### src/rtl/stack_unit_if.sv
// Command, memory and result signals of the hardware stack unit.
// The unit takes the slave side; the decode controller and data memory take the master side.
interface stack_unit_if;
   logic        cmd_valid;
   logic        cmd_ready;
   logic        cmd_pop;
   logic [1:0]  cmd_sel;
   logic [15:0] push_data;
   logic [31:0] push_pc;
   logic [2:0]  push_flags;
   logic        mem_req;
   logic        mem_we;
   logic [11:0] mem_addr;
   logic [15:0] mem_wdata;
   logic [15:0] mem_rdata;
   logic        pop_valid;
   logic [1:0]  pop_sel;
   logic [31:0] pop_data;
   logic [11:0] sp;
   logic        err;

   modport slave (
      input  cmd_valid, cmd_pop, cmd_sel, push_data, push_pc, push_flags, mem_rdata,
      output cmd_ready, mem_req, mem_we, mem_addr, mem_wdata, pop_valid, pop_sel, pop_data, sp, err
   );

   modport master (
      output cmd_valid, cmd_pop, cmd_sel, push_data, push_pc, push_flags, mem_rdata,
      input  cmd_ready, mem_req, mem_we, mem_addr, mem_wdata, pop_valid, pop_sel, pop_data, sp, err
   );
endinterface

### src/rtl/stack_unit.sv
// Downward-growing hardware stack in data memory: 16-bit register/flags words and
// two-word PC frames (high word at the higher address), with bounds rejection.
module stack_unit (
   input logic        clk,
   input logic        reset,
   stack_unit_if.slave bus
);
   localparam logic [1:0] SEL_FLAGS = 2'b00;
   localparam logic [1:0] SEL_PC    = 2'b01;
   localparam logic [1:0] SEL_REG   = 2'b11;
   localparam logic [1:0] SEL_RSV   = 2'b10;

   typedef enum logic [2:0] {IDLE, PUSH_HI, PUSH_LO, POP_LO, POP_HI, POP_WAIT, DONE} state_t;

   state_t      state_q, state_d;
   logic [11:0] sp_q, sp_d;
   logic [1:0]  sel_q, sel_d;
   logic [31:0] pl_q, pl_d;
   logic [15:0] lo_q, lo_d;
   logic        cmd_ready_q, cmd_ready_d;
   logic        mem_req_q, mem_req_d;
   logic        mem_we_q, mem_we_d;
   logic [11:0] mem_addr_q, mem_addr_d;
   logic [15:0] mem_wdata_q, mem_wdata_d;
   logic        pop_valid_q, pop_valid_d;
   logic [1:0]  pop_sel_q, pop_sel_d;
   logic [31:0] pop_data_q, pop_data_d;
   logic        err_q, err_d;

   logic is_pc, reject;

   // A PC frame needs room for both words up front, which keeps it atomic.
   always_comb begin
      is_pc  = (bus.cmd_sel == SEL_PC);
      reject = (bus.cmd_sel == SEL_RSV) ||
               (!bus.cmd_pop && (is_pc ? (sp_q < 12'd2)     : (sp_q == 12'h000))) ||
               ( bus.cmd_pop && (is_pc ? (sp_q > 12'hFFD)   : (sp_q == 12'hFFF)));
   end

   always_comb begin
      state_d     = state_q;
      sp_d        = sp_q;
      sel_d       = sel_q;
      pl_d        = pl_q;
      lo_d        = lo_q;
      mem_req_d   = 1'b0;
      mem_we_d    = 1'b0;
      mem_addr_d  = mem_addr_q;
      mem_wdata_d = mem_wdata_q;
      pop_valid_d = 1'b0;
      pop_sel_d   = pop_sel_q;
      pop_data_d  = pop_data_q;
      err_d       = 1'b0;
      unique case (state_q)
         IDLE: begin
            if (bus.cmd_valid && cmd_ready_q) begin
               if (reject) begin
                  err_d = 1'b1;
               end else if (!bus.cmd_pop) begin
                  sel_d       = bus.cmd_sel;
                  pl_d        = is_pc ? bus.push_pc :
                                (bus.cmd_sel == SEL_REG) ? {16'b0, bus.push_data} : {29'b0, bus.push_flags};
                  mem_req_d   = 1'b1;
                  mem_we_d    = 1'b1;
                  mem_addr_d  = sp_q;
                  mem_wdata_d = is_pc ? bus.push_pc[31:16] : pl_d[15:0];
                  state_d     = is_pc ? PUSH_HI : PUSH_LO;
               end else begin
                  sel_d      = bus.cmd_sel;
                  mem_req_d  = 1'b1;
                  mem_addr_d = sp_q + 12'd1;
                  state_d    = POP_LO;
               end
            end
         end
         PUSH_HI: begin
            sp_d        = sp_q - 12'd1;
            mem_req_d   = 1'b1;
            mem_we_d    = 1'b1;
            mem_addr_d  = sp_q - 12'd1;
            mem_wdata_d = pl_q[15:0];
            state_d     = PUSH_LO;
         end
         PUSH_LO: begin
            sp_d    = sp_q - 12'd1;
            state_d = IDLE;
         end
         POP_LO: begin
            sp_d = sp_q + 12'd1;
            if (sel_q == SEL_PC) begin
               mem_req_d  = 1'b1;
               mem_addr_d = sp_q + 12'd2;
               state_d    = POP_HI;
            end else begin
               state_d = POP_WAIT;
            end
         end
         POP_HI: begin
            sp_d    = sp_q + 12'd1;
            lo_d    = bus.mem_rdata;
            state_d = POP_WAIT;
         end
         POP_WAIT: begin
            pop_valid_d = 1'b1;
            pop_sel_d   = sel_q;
            case (sel_q)
               SEL_PC:    pop_data_d = {bus.mem_rdata, lo_q};
               SEL_FLAGS: pop_data_d = {29'b0, bus.mem_rdata[2:0]};
               default:   pop_data_d = {16'b0, bus.mem_rdata};
            endcase
            state_d = DONE;
         end
         DONE:    state_d = IDLE;
         default: state_d = IDLE;
      endcase
      cmd_ready_d = (state_d == IDLE);
   end

   always_ff @(posedge clk or negedge reset) begin
      if (!reset) begin
         state_q     <= IDLE;
         sp_q        <= 12'hFFF;
         sel_q       <= 2'b00;
         pl_q        <= 32'b0;
         lo_q        <= 16'b0;
         cmd_ready_q <= 1'b0;
         mem_req_q   <= 1'b0;
         mem_we_q    <= 1'b0;
         mem_addr_q  <= 12'b0;
         mem_wdata_q <= 16'b0;
         pop_valid_q <= 1'b0;
         pop_sel_q   <= 2'b00;
         pop_data_q  <= 32'b0;
         err_q       <= 1'b0;
      end else begin
         state_q     <= state_d;
         sp_q        <= sp_d;
         sel_q       <= sel_d;
         pl_q        <= pl_d;
         lo_q        <= lo_d;
         cmd_ready_q <= cmd_ready_d;
         mem_req_q   <= mem_req_d;
         mem_we_q    <= mem_we_d;
         mem_addr_q  <= mem_addr_d;
         mem_wdata_q <= mem_wdata_d;
         pop_valid_q <= pop_valid_d;
         pop_sel_q   <= pop_sel_d;
         pop_data_q  <= pop_data_d;
         err_q       <= err_d;
      end
   end

   assign bus.cmd_ready = cmd_ready_q;
   assign bus.mem_req   = mem_req_q;
   assign bus.mem_we    = mem_we_q;
   assign bus.mem_addr  = mem_addr_q;
   assign bus.mem_wdata = mem_wdata_q;
   assign bus.pop_valid = pop_valid_q;
   assign bus.pop_sel   = pop_sel_q;
   assign bus.pop_data  = pop_data_q;
   assign bus.sp        = sp_q;
   assign bus.err       = err_q;
endmodule
### src/flat_wrapper.sv
// flat-port wrapper written by rule: the top's interface ports become plain ports
module stack_unit_flat 
  (clk, reset, bus_cmd_valid, bus_cmd_pop, bus_cmd_sel, bus_push_data, bus_push_pc, bus_push_flags, bus_mem_rdata, bus_cmd_ready, bus_mem_req, bus_mem_we, bus_mem_addr, bus_mem_wdata, bus_pop_valid, bus_pop_sel, bus_pop_data, bus_sp, bus_err);
  stack_unit_if bus_i ();
  input logic clk;
  input logic reset;
  input wire logic [$bits(bus_i.cmd_valid)-1:0] bus_cmd_valid;
  input wire logic [$bits(bus_i.cmd_pop)-1:0] bus_cmd_pop;
  input wire logic [$bits(bus_i.cmd_sel)-1:0] bus_cmd_sel;
  input wire logic [$bits(bus_i.push_data)-1:0] bus_push_data;
  input wire logic [$bits(bus_i.push_pc)-1:0] bus_push_pc;
  input wire logic [$bits(bus_i.push_flags)-1:0] bus_push_flags;
  input wire logic [$bits(bus_i.mem_rdata)-1:0] bus_mem_rdata;
  output wire logic [$bits(bus_i.cmd_ready)-1:0] bus_cmd_ready;
  output wire logic [$bits(bus_i.mem_req)-1:0] bus_mem_req;
  output wire logic [$bits(bus_i.mem_we)-1:0] bus_mem_we;
  output wire logic [$bits(bus_i.mem_addr)-1:0] bus_mem_addr;
  output wire logic [$bits(bus_i.mem_wdata)-1:0] bus_mem_wdata;
  output wire logic [$bits(bus_i.pop_valid)-1:0] bus_pop_valid;
  output wire logic [$bits(bus_i.pop_sel)-1:0] bus_pop_sel;
  output wire logic [$bits(bus_i.pop_data)-1:0] bus_pop_data;
  output wire logic [$bits(bus_i.sp)-1:0] bus_sp;
  output wire logic [$bits(bus_i.err)-1:0] bus_err;
  assign bus_i.cmd_valid = bus_cmd_valid;
  assign bus_i.cmd_pop = bus_cmd_pop;
  assign bus_i.cmd_sel = bus_cmd_sel;
  assign bus_i.push_data = bus_push_data;
  assign bus_i.push_pc = bus_push_pc;
  assign bus_i.push_flags = bus_push_flags;
  assign bus_i.mem_rdata = bus_mem_rdata;
  assign bus_cmd_ready = bus_i.cmd_ready;
  assign bus_mem_req = bus_i.mem_req;
  assign bus_mem_we = bus_i.mem_we;
  assign bus_mem_addr = bus_i.mem_addr;
  assign bus_mem_wdata = bus_i.mem_wdata;
  assign bus_pop_valid = bus_i.pop_valid;
  assign bus_pop_sel = bus_i.pop_sel;
  assign bus_pop_data = bus_i.pop_data;
  assign bus_sp = bus_i.sp;
  assign bus_err = bus_i.err;
  stack_unit u_core (.clk(clk), .reset(reset), .bus(bus_i));
endmodule
### config.mk
export PLATFORM = sky130hd
export DESIGN_NAME = stack_unit_flat
export DESIGN_NICKNAME = d
export VERILOG_FILES = /design/src/rtl/stack_unit_if.sv /design/src/rtl/stack_unit.sv /design/src/flat_wrapper.sv
export SDC_FILE = /design/constraint.sdc
export NUM_CORES = 1
export LEC_CHECK = 0
export BUFFER_PORTS_ARGS = -buffer_cell sky130_fd_sc_hd__buf_2
export CAP_MARGIN = 40
export CORE_ASPECT_RATIO = 1.4
export CORE_UTILIZATION = 50
export DETAILED_ROUTE_END_ITERATION = 8
export GPL_ROUTABILITY_DRIVEN = 0
export HOLD_SLACK_MARGIN = 0.02
export PLACE_DENSITY = 0.75
export SYNTH_ARGS = -nofsm -noshare
export SYNTH_HDL_FRONTEND = slang
export SYNTH_SLANG_ARGS = --single-unit
### constraint.sdc
create_clock -name clk -period 2.9 [get_ports clk]
set_input_delay 0.87 -clock clk [delete_from_list [all_inputs] [get_ports clk]]
set_output_delay 0.87 -clock clk [all_outputs]
set_load 0.02 [all_outputs]
# [After elaboration in Yosys (flattened, before gate mapping)]
# Cells that the tools add are included.
[op_classes] n_lt_le_gt_ge=2 mux=34 n_eq_ne=14 n_div=0 shift=0 mul=0 n_addsub=3 reduce_logical=19 bitwise=2
[ops] cell="$mux 16" count=6
[ops] cell="$pmux 32 s2" count=1
[ops] cell="$mux 12" count=4
[ops] cell="$pmux 12 s3" count=1
[ops] cell="$pmux 16 s2" count=1
[ops] cell="$pmux 12 s2" count=1
[ops] cell="$pmux 3 s5" count=1
[ops] cell="$mux 1" count=13
[ops] cell="$add 12x1->12 const B" count=1
[ops] cell="$add 12x2->12 const B" count=1
[ops] cell="$eq 12x12->1 const B" count=1
[ops] cell="$gt 12x12->1 const B" count=1
[ops] cell="$logic_not 12->1" count=1
[ops] cell="$lt 12x2->1 const B" count=1
[ops] cell="$reduce_and 4->1" count=3
[ops] cell="$sub 12x1->12 const B" count=1
[ops] cell="$mux 3" count=3
[ops] cell="$eq 3x2->1 const B" count=2
[ops] cell="$eq 3x3->1 const B" count=2
[ops] cell="$logic_not 3->1" count=2
[ops] cell="$eq 2x1->1 const B" count=2
[ops] cell="$eq 2x2->1 const B" count=2
[ops] cell="$ne 2x1->1 const B" count=2
[ops] cell="$ne 2x2->1 const B" count=2
[ops] cell="13 further kinds" count=19
[totals] reg_bits=116 romBits=0 latchBits=0 mem_count=0 ramBits=0

# [Longest topological paths before layout]
# Gate-level depths: netlist (run 1).
[logic_depth] depth_word=9 mapped_depth=9 ltp_nobuf=8

# [Worst setup path before layout (run 1)]
# No wires, ideal clock.
[synth_timing] kind="input port to flip-flop" from="in bus_cmd_sel[0]" to="reg u_core.mem_wdata_q[1] (netlist: u_core.bus.mem_wdata[1])" setup_ns=0.087 stages=7 arrival_time_ns=2.276 path_buffers=1 slack_ns=0.537 required_ns=2.813 path_cell_list="nor2b_1 > mux2i_1 > o32a_4 > nand3b_2 > buf_4 > or3_1 > o211ai_1"
[synth_via] elab_chain_len=8 elab_cells_between_ends=18 cone_classes="4 x eq/ne; 9 x mux; 5 x reduce/logical"
[synth_rtl] element="from (decl)" line_no="flat_wrapper.sv:9" rtl="input wire logic [$bits(bus_i.cmd_sel)-1:0] bus_cmd_sel;"
[synth_rtl] element="$eq 2x2->1" line_no="stack_unit.sv:62" rtl="(bus.cmd_sel == SEL_REG) ? {16'b0, bus.push_data} : {29'b0, bus.push_flags};"
[synth_rtl] element="$mux 16" line_no="stack_unit.sv:62"
[synth_rtl] element="$mux 16" line_no="stack_unit.sv:61" rtl="pl_d = is_pc ? bus.push_pc :"
[synth_rtl] element="$mux 16" line_no="stack_unit.sv:66" rtl="mem_wdata_d = is_pc ? bus.push_pc[31:16] : pl_d[15:0];"
[synth_rtl] element="$mux 16" line_no="stack_unit.sv:59" rtl="end else if (!bus.cmd_pop) begin"
[synth_rtl] element="$mux 16" line_no="stack_unit.sv:57" rtl="if (reject) begin"
[synth_rtl] element="$mux 16" line_no="stack_unit.sv:56" rtl="if (bus.cmd_valid && cmd_ready_q) begin"
[synth_rtl] element="$pmux 16 s2" line_no="stack_unit.sv:54" rtl="unique case (state_q)"
[synth_rtl] element="to (signal assigned)" line_no="stack_unit.sv:145" rtl="mem_wdata_q <= mem_wdata_d;"
[synth_rtl] element="to (decl)" line_no="stack_unit.sv:24" rtl="logic [15:0] mem_wdata_q, mem_wdata_d;"
# Several ways; a longest one is shown, not always the timed one. The select of a mux whose other input is x is not followed.
# A chain may end at the register's enable or synchronous reset.

# [Worst setup path after layout (run 1)]
[layout_timing] from="reg u_core.sp_q[0] (netlist: u_core.bus.sp[0])" to="reg u_core.mem_addr_q[11] (netlist: u_core.bus.mem_addr[11])"
[layout_via] elab_chain_len=7 elab_cells_between_ends=20 cone_classes="3 x add/sub; 2 x order compare; 2 x eq/ne; 7 x mux; 6 x reduce/logical"
[layout_rtl] element="from (decl)" line_no="stack_unit.sv:16" rtl="logic [11:0] sp_q, sp_d;"
[layout_rtl] element="from (signal assigned)" line_no="stack_unit.sv:137" rtl="sp_q <= sp_d;"
[layout_rtl] element="$lt 12x2->1 / $logic_not 12->1 (equally long branches)" line_no="stack_unit.sv:36" rtl="(!bus.cmd_pop && (is_pc ? (sp_q < 12'd2) : (sp_q == 12'h000))) ||"
[layout_rtl] element="$mux 1" line_no="stack_unit.sv:36"
[layout_rtl] element="$logic_and 1x1->1" line_no="stack_unit.sv:36"
[layout_rtl] element="$logic_or 1x1->1" line_no="stack_unit.sv:35" rtl="reject = (bus.cmd_sel == SEL_RSV) ||"
[layout_rtl] element="$logic_or 1x1->1" line_no="stack_unit.sv:36"
[layout_rtl] element="$ne 2x2->1 (no line)"
[layout_rtl] element="$reduce_and 4->1 (no line)"
[layout_rtl] element="to (signal assigned)" line_no="stack_unit.sv:144" rtl="mem_addr_q <= mem_addr_d;"
[layout_rtl] element="to (decl)" line_no="stack_unit.sv:23" rtl="logic [11:0] mem_addr_q, mem_addr_d;"
# Several ways; a longest one is shown, not always the timed one. The select of a mux whose other input is x is not followed.

==> run summary, run 1 <==
Worst Skew -> 0.006745 ns
Vias in the first global route -> 4772
PnR worst setup slack -> 0.3902 ns
Post CTS Setup Buffer Count -> 0
Register area share after synthesis -> 0.4908
Drc violations -> 0
Cell Pwr Density -> 1175 nW/um^2
Post-DP HPWL -> 10120 um
Design Power -> 8.702 mW
Pin count of the biggest net entering global routing -> 68
Max cap viols -> 0
Post-route cell area -> 7407 um^2
Avg Synthesized Cell Area -> 9.875 um^2
Fraction of layout cells with a size suffix above 1 -> 0.3539
Die area -> 12340 um^2
Final Critical Period -> 2.510 ns
F_max -> 0.3984 GHz
Area grow syn2layout -> 24.61%
Cell Area, Synth -> 5944 um^2
GRT Overall Usage -> 0.2467
Initial antenna violation count -> 0
Setup TNS -> 0 ns
Area of the core -> 11450 um^2
Drt total wl -> 14440 um
Syn nets -> 682
Area leader, netlist -> dfrtp_1
Post-synth cell types -> 57
I/O Pins -> 152
Initial drt markers -> 226
Syn. warnings -> 0
Hold slack -> 0.2681 ns
CTS Buf Count -> 17
TritonCTS clock tree -> done
Reg clk slew, reported paths -> 0.05 ns
Maximum VDD drop -> 0.6667 mV
First-pass GRT wire length -> 23180 um
Area after DPL -> 6849 um^2
Root buffer cell -> clkbuf_16
Clock Path Buffers -> 2
Chip height -> 131.0 um
Diode count -> 0
Critical path endpoint category -> flop
Fillers -> 950
Net count, final -> 828
Pre-CTS setup slack -> 0.1873 ns
Setup crit start kind -> flop
Worst hold path type -> primary input to async pin
Top FF cell, synth -> dfrtp_1
Dpl cells -> 873
Status -> finished clean
TritonRoute pass-1 iters -> 4
PortBufs -> 151
Vias per cell -> 5.556
GRT overflow -> 0
Max-slew violation count -> 0
Post-synth EDFFs -> 0
FP Rows -> 46
Async SR Flop Fraction -> 1.000
Crit-path max FO -> 20
Share of Yosys cell area claimed by the top area cell type -> 0.4378
Clock latency on the worst-skew pair -> 0.41 ns
Main area contributors after synthesis -> dfrtp_1 44%, mux2_2 8.5%, nand2_1 7.4%, dfstp_2 5.3%, o21ai_0 5.0%
Slew headroom -> 0.5372
Non-filler cells, final -> 904
Worst-margin pin slew -> 0.6942 ns
Req. time, crit path -> 3.18 ns
Synth cell count leaders -> 117 x nand2_1, 104 x dfrtp_1, 59 x o21ai_0
Final Hold Viols -> 0
Critical Path AT -> 2.79 ns
Fin crit share -> 0.8654
Pleak -> 3.537 nW
Synth Register Bits -> 116
Cts repair resizes -> 0
H-tree levels -> 4
Hold buffers post-CTS -> 0
Final-report setup violation count -> 0
Cell with the most instances after synthesis -> nand2_1
Final ANT Viol Nets -> 0
R2R depth -> 8
Clock Sinks -> 116
Routed WL per cell -> 15.97 um
Die width -> 94.15 um
Final core occ -> 0.6467
Vias post-DR -> 5023
Initial Utilization -> 0.5190
Syn Inst Count -> 602
RSZ-0062 raised after global routing -> no
Critical setup path kind -> flop to flop
worst paths after layout:
check                           slack [ns]                           startpoint                                  end
worst min-delay path                  0.27                                reset  u_core.bus.pop_data[17]$_DFFE_PN0P_
worst max-delay path                  0.39         u_core.bus.sp[0]$_DFFE_PN1P_  u_core.bus.mem_addr[11]$_DFFE_PN0P_
min in group clk                      0.47  u_core.bus.pop_data[28]$_DFFE_PN0P_  u_core.bus.pop_data[28]$_DFFE_PN0P_
worst max register to register        0.39         u_core.bus.sp[0]$_DFFE_PN1P_  u_core.bus.mem_addr[11]$_DFFE_PN0P_
worst min register to register        0.47  u_core.bus.pop_data[28]$_DFFE_PN0P_  u_core.bus.pop_data[28]$_DFFE_PN0P_
max in group asynchronous             1.89                                reset         u_core.bus.sp[2]$_DFFE_PN1P_
report_power, final:
part | total, mW | leakage [nW] | internal [mW] | switching [mW]
clock network | 1.98 | 0.279 | 1.27 | 0.708
registers | 3.16 | 1.40 | 2.47 | 0.688
logic | 3.57 | 1.85 | 1.43 | 2.13
total | 8.70 | 3.54 | 5.17 | 3.53
final cells by class:
class / count / area, um^2 / area share
Sequential cell: 116 / 2918 / 0.3939
Inverter: 10 / 37.54 / 0.005068
Multi-Input combinational cell: 435 / 2803 / 0.3784
Timing Repair Buffer: 168 / 910.9 / 0.1230
Tap cell: 144 / 180.2 / 0.02432
Clock buffer: 20 / 446.7 / 0.06030
Clock inverter: 11 / 111.4 / 0.01503
flip-flops by register name (all words and copies together) (netlist names), 2 cells and up:
signal / cells
u_core.state_q: 3
u_core.bus.pop_sel: 2
u_core.bus.pop_data: 32
u_core.bus.sp: 12
u_core.bus.mem_addr: 12
u_core.pl_q: 16
u_core.bus.mem_wdata: 16
u_core.lo_q: 16
u_core.sel_q: 2
layer usage:
layer / vias to the layer above / share of wire / GRT usage
li1: 2402 / - / -
met1: 2390 / 0.40 / 0.2960
met2: 199 / 0.52 / 0.4216
met3: 32 / 0.064 / 0.05150
met4: 0 / 0.024 / 0.1167
met5: - / 0 / 0
cells in the final DEF, fill, tap and decap left out, types with 3 or more instances in the layout:
master / n
a21oi_1: 24
a22oi_1: 11
a32oi_1: 5
and3_1: 3
buf_2: 150
buf_4: 16
clkbuf_16: 17
clkinv_2: 7
dfrtp_1: 104
dfstp_2: 12
ha_1: 7
inv_1: 8
mux2_2: 45
mux2i_1: 19
nand2_1: 116
nand2b_1: 4
nand3_1: 10
nor2_1: 32
nor2b_1: 4
nor3_1: 9
nor4_1: 3
o211ai_1: 4
o21ai_0: 59
o22ai_1: 3
o2bb2ai_1: 12
o31ai_1: 4
or3_1: 6
xnor2_1: 8
xor2_1: 14
worst max-delay path, cell delays in order (launching register included):
cell,delay (ns)
dfstp_2,0.63
inv_1,0.16
ha_1,0.30
nor2_1,0.11
mux2i_1,0.07
or3_1,0.44
a31oi_4,0.28
buf_4,0.25
o21ai_0,0.13
cell families after synthesis:
group                      count (synthesis)  share of synthesized area
adders and majority gates                  7                    0.01473
and+or+nand+nor                          202                     0.1537
AOI/OAI and AO/OA                        139                     0.1501
buffers and inverters                     51                    0.03852
DFF                                      116                     0.4908
xor gates and xnor gates                  22                    0.03242
muxes                                     65                     0.1198
(Power assumes the default switching activity.)
==> run 2: changes to the inputs <==
Settings changed: ABC_AREA set to 1, PLACE_DENSITY 0.75 to 0.74.
==> run 2 against run 1 <==
  * Non-clock buffer count decreased by 2
  * Cell area increased by 5.7%
  * Critical path depth increased by 3
  * Register-to-register slack improved by 0.20 ns
  * Cell count increased by 24%
  * Power increased by 1.4%
  * Fmax increased by 8.5%
  * Combinational power increased by 7.8%
  * Routed wire length increased by 14%
  * Synthesized cell count increased by 36%
  * Largest cell class unchanged
==> run summary, run 2 <==
H-tree levels -> 4 (unchanged)
Maximum VDD drop -> 0.6176 mV (was 0.6667 mV)
Clock Sinks -> 116 (unchanged)
Reg clk slew, reported paths -> 0.06 ns (was 0.05 ns)
Clock latency on the worst-skew pair -> 0.41 ns (about the same)
Syn nets -> 896 (was 682)
Internal reg-to-reg setup slack -> 0.59 ns (was 0.39 ns)
TritonCTS clock tree -> done (unchanged)
Design Power -> 8.828 mW (was 8.702 mW)
Routed WL per cell -> 14.67 um (was 15.97 um)
CP peak stage delay -> 0.65 ns (was 0.63 ns)
Syn Inst Count -> 816 (was 602)
Synth cell count leaders -> 238 x nand2_1, 104 x dfrtp_1, 84 x o21ai_0 (was 117 x nand2_1, 104 x dfrtp_1, 59 x o21ai_0)
CTS Buf Count -> 17 (unchanged)
Setup crit start kind -> flop (unchanged)
Critical path endpoint category -> flop (unchanged)
Most used cell, CP -> nand2_1
Net count, final -> 1041 (was 828)
Pre-CTS setup slack -> 0.3510 ns (was 0.1873 ns)
Cell Pwr Density -> 1127 nW/um^2 (was 1175 nW/um^2)
Share of power burned in the clock network -> 0.235 (was 0.227)
Critical setup path kind -> flop to flop (unchanged)
RSZ-0062 raised after global routing -> no (unchanged)
Pin count of the biggest net entering global routing -> 117 (was 68)
Non-filler cells, final -> 1124 (was 904)
First-pass GRT wire length -> 27460 um (was 23180 um)
Max cap viols -> 0 (unchanged)
Cell with the most instances after synthesis -> nand2_1 (unchanged)
Initial Utilization -> 0.5135 (was 0.5190)
Die width -> 97.26 um (was 94.15 um)
Drc violations -> 0 (unchanged)
Worst hold path type -> flop to flop (was primary input to async pin)
Fin crit share -> 0.7973 (was 0.8654)
Slew headroom -> 0.4786 (was 0.5372)
Commonest non-fill, non-tap cell in the layout -> nand2_1 (was buf_2)
Cts repair resizes -> 0 (unchanged)
Worst Skew -> 0.008053 ns (was 0.006745 ns)
Seq pwr share -> 0.329 (was 0.363)
Area of the core -> 12370 um^2 (was 11450 um^2)
Post-synth cell types -> 37 (was 57)
Async SR Flop Fraction -> 1.000 (unchanged)
CP delay by family, top -> simple AND/OR/NAND/NOR gates (was flip-flops)
Crit-path max FO -> 23 (was 20)
Post CTS Setup Buffer Count -> 0 (unchanged)
Slowest CP cell -> dfstp_2 (unchanged)
Top FF cell, synth -> dfrtp_1 (unchanged)
Req. time, crit path -> 3.25 ns (was 3.18 ns)
Critical Path AT -> 2.66 ns (was 2.79 ns)
Max-slew violation count -> 0 (unchanged)
Initial drt markers -> 484 (was 226)
GRT Overall Usage -> 0.2604 (was 0.2467)
Drt total wl -> 16490 um (was 14440 um)
Chip height -> 135.4 um (was 131.0 um)
Vias per cell -> 5.364 (was 5.556)
PortBufs -> 151 (unchanged)
Main area contributors after synthesis -> dfrtp_1 41%, nand2_1 14%, o21ai_0 6.6%, nand3_1 5.8%, dfstp_2 5.0% (was dfrtp_1 44%, mux2_2 8.5%, nand2_1 7.4%, dfstp_2 5.3%, o21ai_0 5.0%)
FP Rows -> 48 (was 46)
Post-DP HPWL -> 11430 um (was 10120 um)
Final Hold Viols -> 0 (unchanged)
TritonRoute pass-1 iters -> 5 (was 4)
Power Internal -> 4.981 mW (was 5.171 mW)
Register area share after synthesis -> 0.4593 (was 0.4908)
I/O Pins -> 152 (unchanged)
Die area -> 13170 um^2 (was 12340 um^2)
GRT overflow -> 0 (unchanged)
Final-report setup violation count -> 0 (unchanged)
Fraction of layout cells with a size suffix above 1 -> 0.2577 (was 0.3539)
Dpl cells -> 1092 (was 873)
Setup TNS -> 0 ns (unchanged)
Share of total power in combinational logic -> 0.437 (was 0.410)
Pleak -> 4.103 nW (was 3.537 nW)
Post-synth EDFFs -> 0 (unchanged)
Vias post-DR -> 6029 (was 5023)
Max reg flops -> 32 (unchanged)
Vias in the first global route -> 5735 (was 4772)
Switch share -> 0.4357 (was 0.4058)
Root buffer cell -> clkbuf_16 (unchanged)
Share of Yosys cell area claimed by the top area cell type -> 0.4097 (was 0.4378)
Crit-path cells -> inv_1 -> ha_1 -> inv_1 -> nand2_1 -> nand2_1 -> nor2_4 -> nor2_8 -> nand3_4 -> nand2_2 -> nand2_1 -> nand2_1 (was inv_1 -> ha_1 -> nor2_1 -> mux2i_1 -> or3_1 -> a31oi_4 -> buf_4 -> o21ai_0)
Synth Register Bits -> 116 (unchanged)
Area grow syn2layout -> 23.28% (was 24.61%)
PnR worst setup slack -> 0.5877 ns (was 0.3902 ns)
Syn. warnings -> 0 (unchanged)
Status -> finished clean (unchanged)
Clock Path Buffers -> 2 (unchanged)
Final Critical Period -> 2.312 ns (was 2.510 ns)
Switching pwr -> 3.846 mW (was 3.531 mW)
Cell Area, Synth -> 6352 um^2 (was 5944 um^2)
Avg Synthesized Cell Area -> 7.785 um^2 (was 9.875 um^2)
Diode count -> 0 (unchanged)
Final ANT Viol Nets -> 0 (unchanged)
Hold buffers post-CTS -> 0 (unchanged)
Area leader, netlist -> dfrtp_1 (unchanged)
Most frequent cells in the layout -> 238 x nand2_1, 150 x buf_2, 104 x dfrtp_1, 84 x o21ai_0, 74 x inv_1 (was 150 x buf_2, 116 x nand2_1, 104 x dfrtp_1, 59 x o21ai_0, 45 x mux2_2)
Initial antenna violation count -> 0 (unchanged)
Worst-margin pin slew -> 0.7801 ns (was 0.6942 ns)
F_max -> 0.4325 GHz (was 0.3984 GHz)
Buf/Inv on CP -> 2 (unchanged)
==> run 2: cell types whose count changed in the layout (fill, tap and decap cells not counted), sizes merged, moves of 19 or more <==
cell   before  now
nand3      10   77
nor2       33   53
mux2i      19    0
nand2     118  243
o21ai      59   90
mux2       46    0
inv         9   87
==> run 2: area by class of cell <==
class                      instances  area [um^2]
timing repair buffer             166        895.9
clock buffer                      18        439.2
inverter                          85        320.3
tap                              150        187.7
sequential                       116         2918
clock inverter                    14        152.6
fill                            1126         4541
multi-input combinational        575         2918
==> run 2: metal layers <==
| layer | track usage | part of all wire | vias up |
|---|---|---|---|
| li1 | - | - | 2974 |
| met1 | 0.3346 | 0.42 | 2783 |
| met2 | 0.4327 | 0.49 | 231 |
| met3 | 0.05366 | 0.058 | 41 |
| met4 | 0.1046 | 0.030 | 0 |
| met5 | 0 | 0 | - |
==> run 2: worst reg2reg max path, delay by kind of cell, from the launching register on <==
family	cells	cell delay [ns]
adder cells (fa/ha/maj)	1	0.22
buffers and inverters	2	0.19
flip-flops	1	0.65
AND/OR/NAND/NOR	8	1.20
==> run 2: metrics by stage <==
step | cell area [um^2] | util | hold WS, ns
finish | 7831 | 0.6330 | 0.4751
detailed placement | 7239 | 0.5852 | 0.4641
global route | 7831 | 0.6330 | 0.4929
floorplan | 6352 | - | 0.4530
global placement | 7239 | 0.5852 | 0.4513
CTS | 7831 | 0.6330 | 0.4781
==> run 2: worst paths after layout <==
check,to,start,cells after the start
setup reg to reg,u_core.bus.mem_wdata[7]$_DFFE_PN0P_,u_core.bus.sp[0]$_DFFE_PN1P_,11
setup / recovery,u_core.bus.mem_wdata[7]$_DFFE_PN0P_,u_core.bus.sp[0]$_DFFE_PN1P_,11
hold / removal,u_core.bus.pop_sel[1]$_DFFE_PN0P_,u_core.bus.pop_sel[1]$_DFFE_PN0P_,2
min in group asynchronous,u_core.bus.pop_data[3]$_DFFE_PN0P_,reset,2
max in group asynchronous,u_core.bus.pop_data[12]$_DFFE_PN0P_,reset,2
hold reg to reg,u_core.bus.pop_sel[1]$_DFFE_PN0P_,u_core.bus.pop_sel[1]$_DFFE_PN0P_,2
==> run 2: cell families after synthesis <==
kind of cell    Yosys count  synth area share
fa+ha+maj                 7           0.01379
xor+xnor                 15           0.02068
flops                   116            0.4593
compound gates          171            0.1623
simple gates            382            0.2626
buf+inv                 125           0.08135
==> run 2: power by group through the flow <==
stage	Combinational (mW)	Sequential, mW	Clock (mW)
after floorplan	2.20	3.37	0
after global placement	3.76	2.89	0
after detailed placement	3.83	2.91	0
after CTS	3.86	2.90	2.10
after global routing	4.31	2.98	2.17
final	3.85	2.90	2.07
